## src/rtl/issue_pkg.sv

```systemverilog
// issue_pkg
//   Shared types and constants for the issue pair buffer.
//   ibuf_entry_t : one buffered instruction {pc, instr}
//   ILEN_BYTES   : byte size of one instruction; the second fetched
//                  instruction sits this far after the first.
package issue_pkg;

    localparam int IBUF_XLEN  = 32;
    localparam int IBUF_ILEN  = 32;
    localparam int ILEN_BYTES = 4;

    typedef struct packed {
        logic [IBUF_XLEN-1:0] pc;
        logic [IBUF_ILEN-1:0] instr;
    } ibuf_entry_t;

endpackage

```

## src/rtl/issue_pair_buffer.sv

```systemverilog
// issue_pair_buffer
//   Circular instruction buffer between fetch and the dual-issue check.
//   Accepts 0-2 sequential instructions per cycle and presents the two
//   oldest entries as slot 0 / slot 1 candidates. 1 or 2 entries are
//   dequeued according to the returned issue decision.
//
// Ports
//   clk, rst                      clock, asynchronous active-high reset
//   flush                         discard all buffered entries
//   stall                         no dequeue this cycle
//   fetch_valid[1:0]              bit0 instr0 valid, bit1 instr1 valid
//   fetch_pc, fetch_instr0/1      fetched pair (instr1 PC = fetch_pc + 4)
//   fetch_ready                   room for two entries (from registered count)
//   slot0_*/slot1_*               head / head+1 candidates
//   issue0, issue1                pairing decision for the presented pair
//   count                         occupancy
//
// Build option
//   ISSUE_PAIR_STATS_EN : adds dual_cnt, single_cnt, empty_cnt saturating
//                         32-bit event counters (not cleared by flush).
//
// Entry storage uses ibuf_entry_t, so XLEN/ILEN must match the package widths.
module issue_pair_buffer
    import issue_pkg::*;
#(
    parameter int DEPTH = 8,
    parameter int XLEN  = IBUF_XLEN,
    parameter int ILEN  = IBUF_ILEN
) (
    input  logic                   clk,
    input  logic                   rst,
    input  logic                   flush,
    input  logic                   stall,
    input  logic [1:0]             fetch_valid,
    input  logic [XLEN-1:0]        fetch_pc,
    input  logic [ILEN-1:0]        fetch_instr0,
    input  logic [ILEN-1:0]        fetch_instr1,
    output logic                   fetch_ready,
    output logic                   slot0_valid,
    output logic [XLEN-1:0]        slot0_pc,
    output logic [ILEN-1:0]        slot0_instr,
    output logic                   slot1_valid,
    output logic [XLEN-1:0]        slot1_pc,
    output logic [ILEN-1:0]        slot1_instr,
    input  logic                   issue0,
    input  logic                   issue1,
`ifdef ISSUE_PAIR_STATS_EN
    output logic [31:0]            dual_cnt,
    output logic [31:0]            single_cnt,
    output logic [31:0]            empty_cnt,
`endif
    output logic [$clog2(DEPTH):0] count
);

    localparam int AW = $clog2(DEPTH);
    localparam int CW = AW + 1;

    ibuf_entry_t   mem_q [DEPTH];
    logic [AW-1:0] head_q, head_d;
    logic [AW-1:0] tail_q, tail_d;
    logic [CW-1:0] count_q, count_d;
    logic [AW-1:0] head_p1;
    logic [1:0]    enq;
    logic [1:0]    deq;

    assign head_p1     = head_q + AW'(1);
    assign count       = count_q;
    assign fetch_ready = (count_q <= CW'(DEPTH - 2));
    assign slot0_valid = (count_q >= CW'(1));
    assign slot1_valid = (count_q >= CW'(2));
    assign slot0_pc    = mem_q[head_q].pc;
    assign slot0_instr = mem_q[head_q].instr;
    assign slot1_pc    = mem_q[head_p1].pc;
    assign slot1_instr = mem_q[head_p1].instr;

    // fetch_valid = 2'b10 has no valid first instruction and enqueues nothing
    always_comb begin
        enq = 2'd0;
        if (fetch_ready && fetch_valid[0]) begin
            enq = fetch_valid[1] ? 2'd2 : 2'd1;
        end
    end

    // issue1 without a valid slot 1 collapses to a single dequeue
    always_comb begin
        deq = 2'd0;
        if (!stall && slot0_valid && issue0) begin
            deq = (issue1 && slot1_valid) ? 2'd2 : 2'd1;
        end
    end

    always_comb begin
        head_d  = head_q + AW'(deq);
        tail_d  = tail_q + AW'(enq);
        count_d = count_q + CW'(enq) - CW'(deq);
        if (flush) begin
            head_d  = '0;
            tail_d  = '0;
            count_d = '0;
        end
    end

    always_ff @(posedge clk or posedge rst) begin
        if (rst) begin
            head_q  <= '0;
            tail_q  <= '0;
            count_q <= '0;
        end else begin
            head_q  <= head_d;
            tail_q  <= tail_d;
            count_q <= count_d;
        end
    end

    // Storage is cleared on reset so invalid slot outputs never show X.
    always_ff @(posedge clk or posedge rst) begin
        if (rst) begin
            for (int i = 0; i < DEPTH; i++) begin
                mem_q[i] <= '0;
            end
        end else if (!flush && enq != 2'd0) begin
            mem_q[tail_q] <= '{pc: fetch_pc, instr: fetch_instr0};
            if (enq == 2'd2) begin
                mem_q[tail_q + AW'(1)] <= '{pc: fetch_pc + XLEN'(ILEN_BYTES),
                                           instr: fetch_instr1};
            end
        end
    end

`ifdef ISSUE_PAIR_STATS_EN
    logic [31:0] dual_cnt_q, single_cnt_q, empty_cnt_q;

    always_ff @(posedge clk or posedge rst) begin
        if (rst) begin
            dual_cnt_q   <= '0;
            single_cnt_q <= '0;
            empty_cnt_q  <= '0;
        end else begin
            if (deq == 2'd2 && dual_cnt_q != '1) begin
                dual_cnt_q <= dual_cnt_q + 32'd1;
            end
            if (deq == 2'd1 && single_cnt_q != '1) begin
                single_cnt_q <= single_cnt_q + 32'd1;
            end
            if (!slot0_valid && !stall && empty_cnt_q != '1) begin
                empty_cnt_q <= empty_cnt_q + 32'd1;
            end
        end
    end

    assign dual_cnt   = dual_cnt_q;
    assign single_cnt = single_cnt_q;
    assign empty_cnt  = empty_cnt_q;
`endif

endmodule

```

## config.mk

```make
export PLATFORM = sky130hd
export DESIGN_NAME = issue_pair_buffer
export DESIGN_NICKNAME = d
export VERILOG_FILES = /design/src/rtl/issue_pkg.sv /design/src/rtl/issue_pair_buffer.sv
export SDC_FILE = /design/constraint.sdc
export NUM_CORES = 2
export LEC_CHECK = 0
export ABC_AREA = 0
export CAP_MARGIN = 15
export CORE_ASPECT_RATIO = 1.2
export CORE_MARGIN = 4
export CORE_UTILIZATION = 55
export CTS_CLUSTER_SIZE = 30
export DETAILED_ROUTE_END_ITERATION = 12
export HOLD_SLACK_MARGIN = 0.05
export PLACE_DENSITY = 0.76
export SLEW_MARGIN = 25
export SYNTH_ARGS = -nofsm -noshare
export SYNTH_HDL_FRONTEND = slang
export SYNTH_SLANG_ARGS = --single-unit
```

## constraint.sdc

```tcl
create_clock -name clk -period 40 [get_ports clk]
set_input_delay 10 -clock clk [delete_from_list [all_inputs] [get_ports clk]]
set_output_delay 10 -clock clk [all_outputs]
set_load 0.02 [all_outputs]
```

==> impl_metrics.ini <==
[routing]
via_per_inst = 7.23
dr.pass1.iters = 8
wl_met1_mm = 38.1
ant_nets = 0
drt_iter0_drc = 3935
wl_met3_mm = 13.0
via_count = 28600
top_layer = met5
wl_per_cell_um = 28.1
drc = 0
wl_mm = 111
wl_met2_mm = 53.9

[die]
boundaryPins = 239
core-area_um2 = 57500
initial_utilization_pct = 56.0
die_h_um = 273
rows = 96
die_area_um2 = 62500
fp.dieW_um = 229

[grt]
grt_pass1_wl_mm = 171
grt_pass1_vias = 29500
track_usage_pct = 34.7
antenna_found_initial = 10
grt-ovfl-total = 0
grt_max_degree = 272

[timing]
clock.fmax_mhz = 67.9
tightest_slew_ps = 1150
final.period_utilization_pct = 36.8
finalCriticalPeriod_ps = 14740
finalSetupViolCount = 0
fin_tns_setup_ps = 0
skew_ps = 19.9
rsz0062_at_grt = no
hold_viol = 0
relSlewSlack_pct = 22.5
final_max_slew_viol_count = 0

[logic_synthesis]
syn-num-nets = 3324
synth_cell_types = 55
avgSynthCellArea_um2 = 10.0
synthCells = 3205
synth_area_leader_cell = dfrtp_1
synth.most_common_cell = dfrtp_1
ys_top_cells_by_area = dfrtp_1 41%, mux4_2 18%, a21oi_1 5.4%, o22ai_1 5.2%, nor2_1 5.1%
yosys_warnings = 0
ys.flop_type = dfrtp_1
seq_area_frac_synth_pct = 40.6
synth_top_area_share_pct = 40.6
async_reset_ff_share_pct = 100
netlist_top_cells_count = 522 x dfrtp_1, 439 x nor2_1, 348 x a21oi_1, 269 x o22ai_1, 256 x mux4_2
synth_edf_count = 0
synth_area_um2 = 32200
ys_ff_latch = 522

[place]
dp_hpwl_mm = 63.2
place_area_um2 = 34600
portBuffers = 238
dpl.cell_count = 3849
place_congestion = 0.884

[setup_path]
crit_arrival_ps = 4740
reg2reg_slack_ps = 36000
r2r_cells = 7
critPathLaunch = head_q[0]
crit_fanout = 50
crit_required_ps = 30000
cp-end-kind = primary output
rr_startpoint = tail_q[0]
worst_setup_path_start_kind = flop
crit_type = reg -> out
cp-endpoint = slot0_instr[29]
rr_endpoint = mem_q[485]

[hold_path]
hold_path.class = reg -> reg
worstHoldStart = mem_q[290]

[clock_tree]
numCtsBuffers = 55
ctsHoldBuffers = 0
cts_tree = built
htreeDepth = 2
cts_sinks = 522
cts_setup_buffers = 0
clock_path_buffers = 3
cts_root_buf = clkbuf_16
cts_resized = 0
clock_latency_ps = 630
clkTransAtPathRegs_ps = 60

[power]
ir_drop_mv = 0.0559
p_leak_nw = 13.5
power_density_nw_per_um2 = 74.6

[cells_and_area]
layout.cells.non_filler = 3955
final_cell_area_um2 = 36600
drive_above_1_share_pct = 17.8
nets = 3293
syn_to_final_growth_pct = 13.8
nFillCells = 4411

[run_status]
status = completed

[job]
maxCapViolCount = 0
==> worst max-delay path: stages, from the launching register on <==
cell             delay (ps)
dfrtp_4                1030
buf_4                   690
buf_4                   810
mux4_2                  600
mux2_2                  310
clkdlybuf4s50_1         550
==> how the worst min path moves through the flow <==
stage	to	slack [ps]	cells after the start
global route	mem_q[352]	520	2
CTS	mem_q[352]	500	2
detailed placement	mem_q[352]	490	2
global placement	mem_q[489]	470	2
floorplan	mem_q[493]	450	2
finish	mem_q[290]	500	2
==> report_power, final <==
| part | switching (W) | leakage [nW] | internal (W) |
|---|---|---|---|
| logic | 0.000602 | 6.14 | 0.000640 |
| registers | 0.000200 | 6.48 | 0.000744 |
| clock network | 0.000224 | 0.918 | 0.000323 |
==> state kept, by name, summed over array words and instances (netlist names) <==
signal and flops:
head_q 3, count 4, tail_q 3, mem_q 512
==> metrics by stage <==
step | hold WS (ps) | utilization, % | setup slack (ps) | power (W)
final | 498 | 63.7 | 25260 | 0.00273
after global routing | 516 | 63.7 | 24970 | 0.00286
after CTS | 499 | 63.5 | 25180 | 0.00272
after detailed placement | 486 | 60.2 | 25850 | 0.00217
after global placement | 474 | 60.2 | 25990 | 0.00211
after floorplan | 451 | - | 15420 | 0.00170
==> cells in the final DEF (no fill, tap or decap), types with 56 or more instances in the layout <==
cell type	instances
mux4_2	256
o21ai_0	136
clkdlybuf4s50_1	238
xnor2_1	157
nor2_1	439
clkbuf_16	56
nor3_1	73
a21oi_1	344
o22ai_1	269
dfrtp_1	519
nand2_1	152
mux2_2	136
==> cells by family (layout without fill, tap and decap cells) <==
family,Yosys count,count (layout),synth area share [%]
muxes,392,392,22.7
adders and majority gates,15,15,0.676
buffers and inverters,401,410,4.74
other,0,6,0
xor gates and xnor gates,178,178,4.84
AOI/OAI and AO/OA,835,835,14.6
DFF,522,522,40.6
and+or+nand+nor,862,862,11.9
==> layout make-up <==
type	count	area [um2]	area share (%)
clock buffers	81	1620	4.41
well taps	735	920	2.51
repair buffers	296	2910	7.93
flip-flops and latches	522	13100	35.7
multi-input cells	2282	17800	48.5
diodes	6	15.0	0.0410
inverters	17	71.3	0.195
clock inverters	16	282	0.768
==> layer usage <==
metal / vias to the layer above / track usage, %
met4: 10 / 18.9
met1: 14300 / 42.8
met2: 2090 / 56.8
met5: - / 0
li1: 11700 / -
met3: 495 / 8.32
No activity file was read; power rests on OpenSTA's default activity.
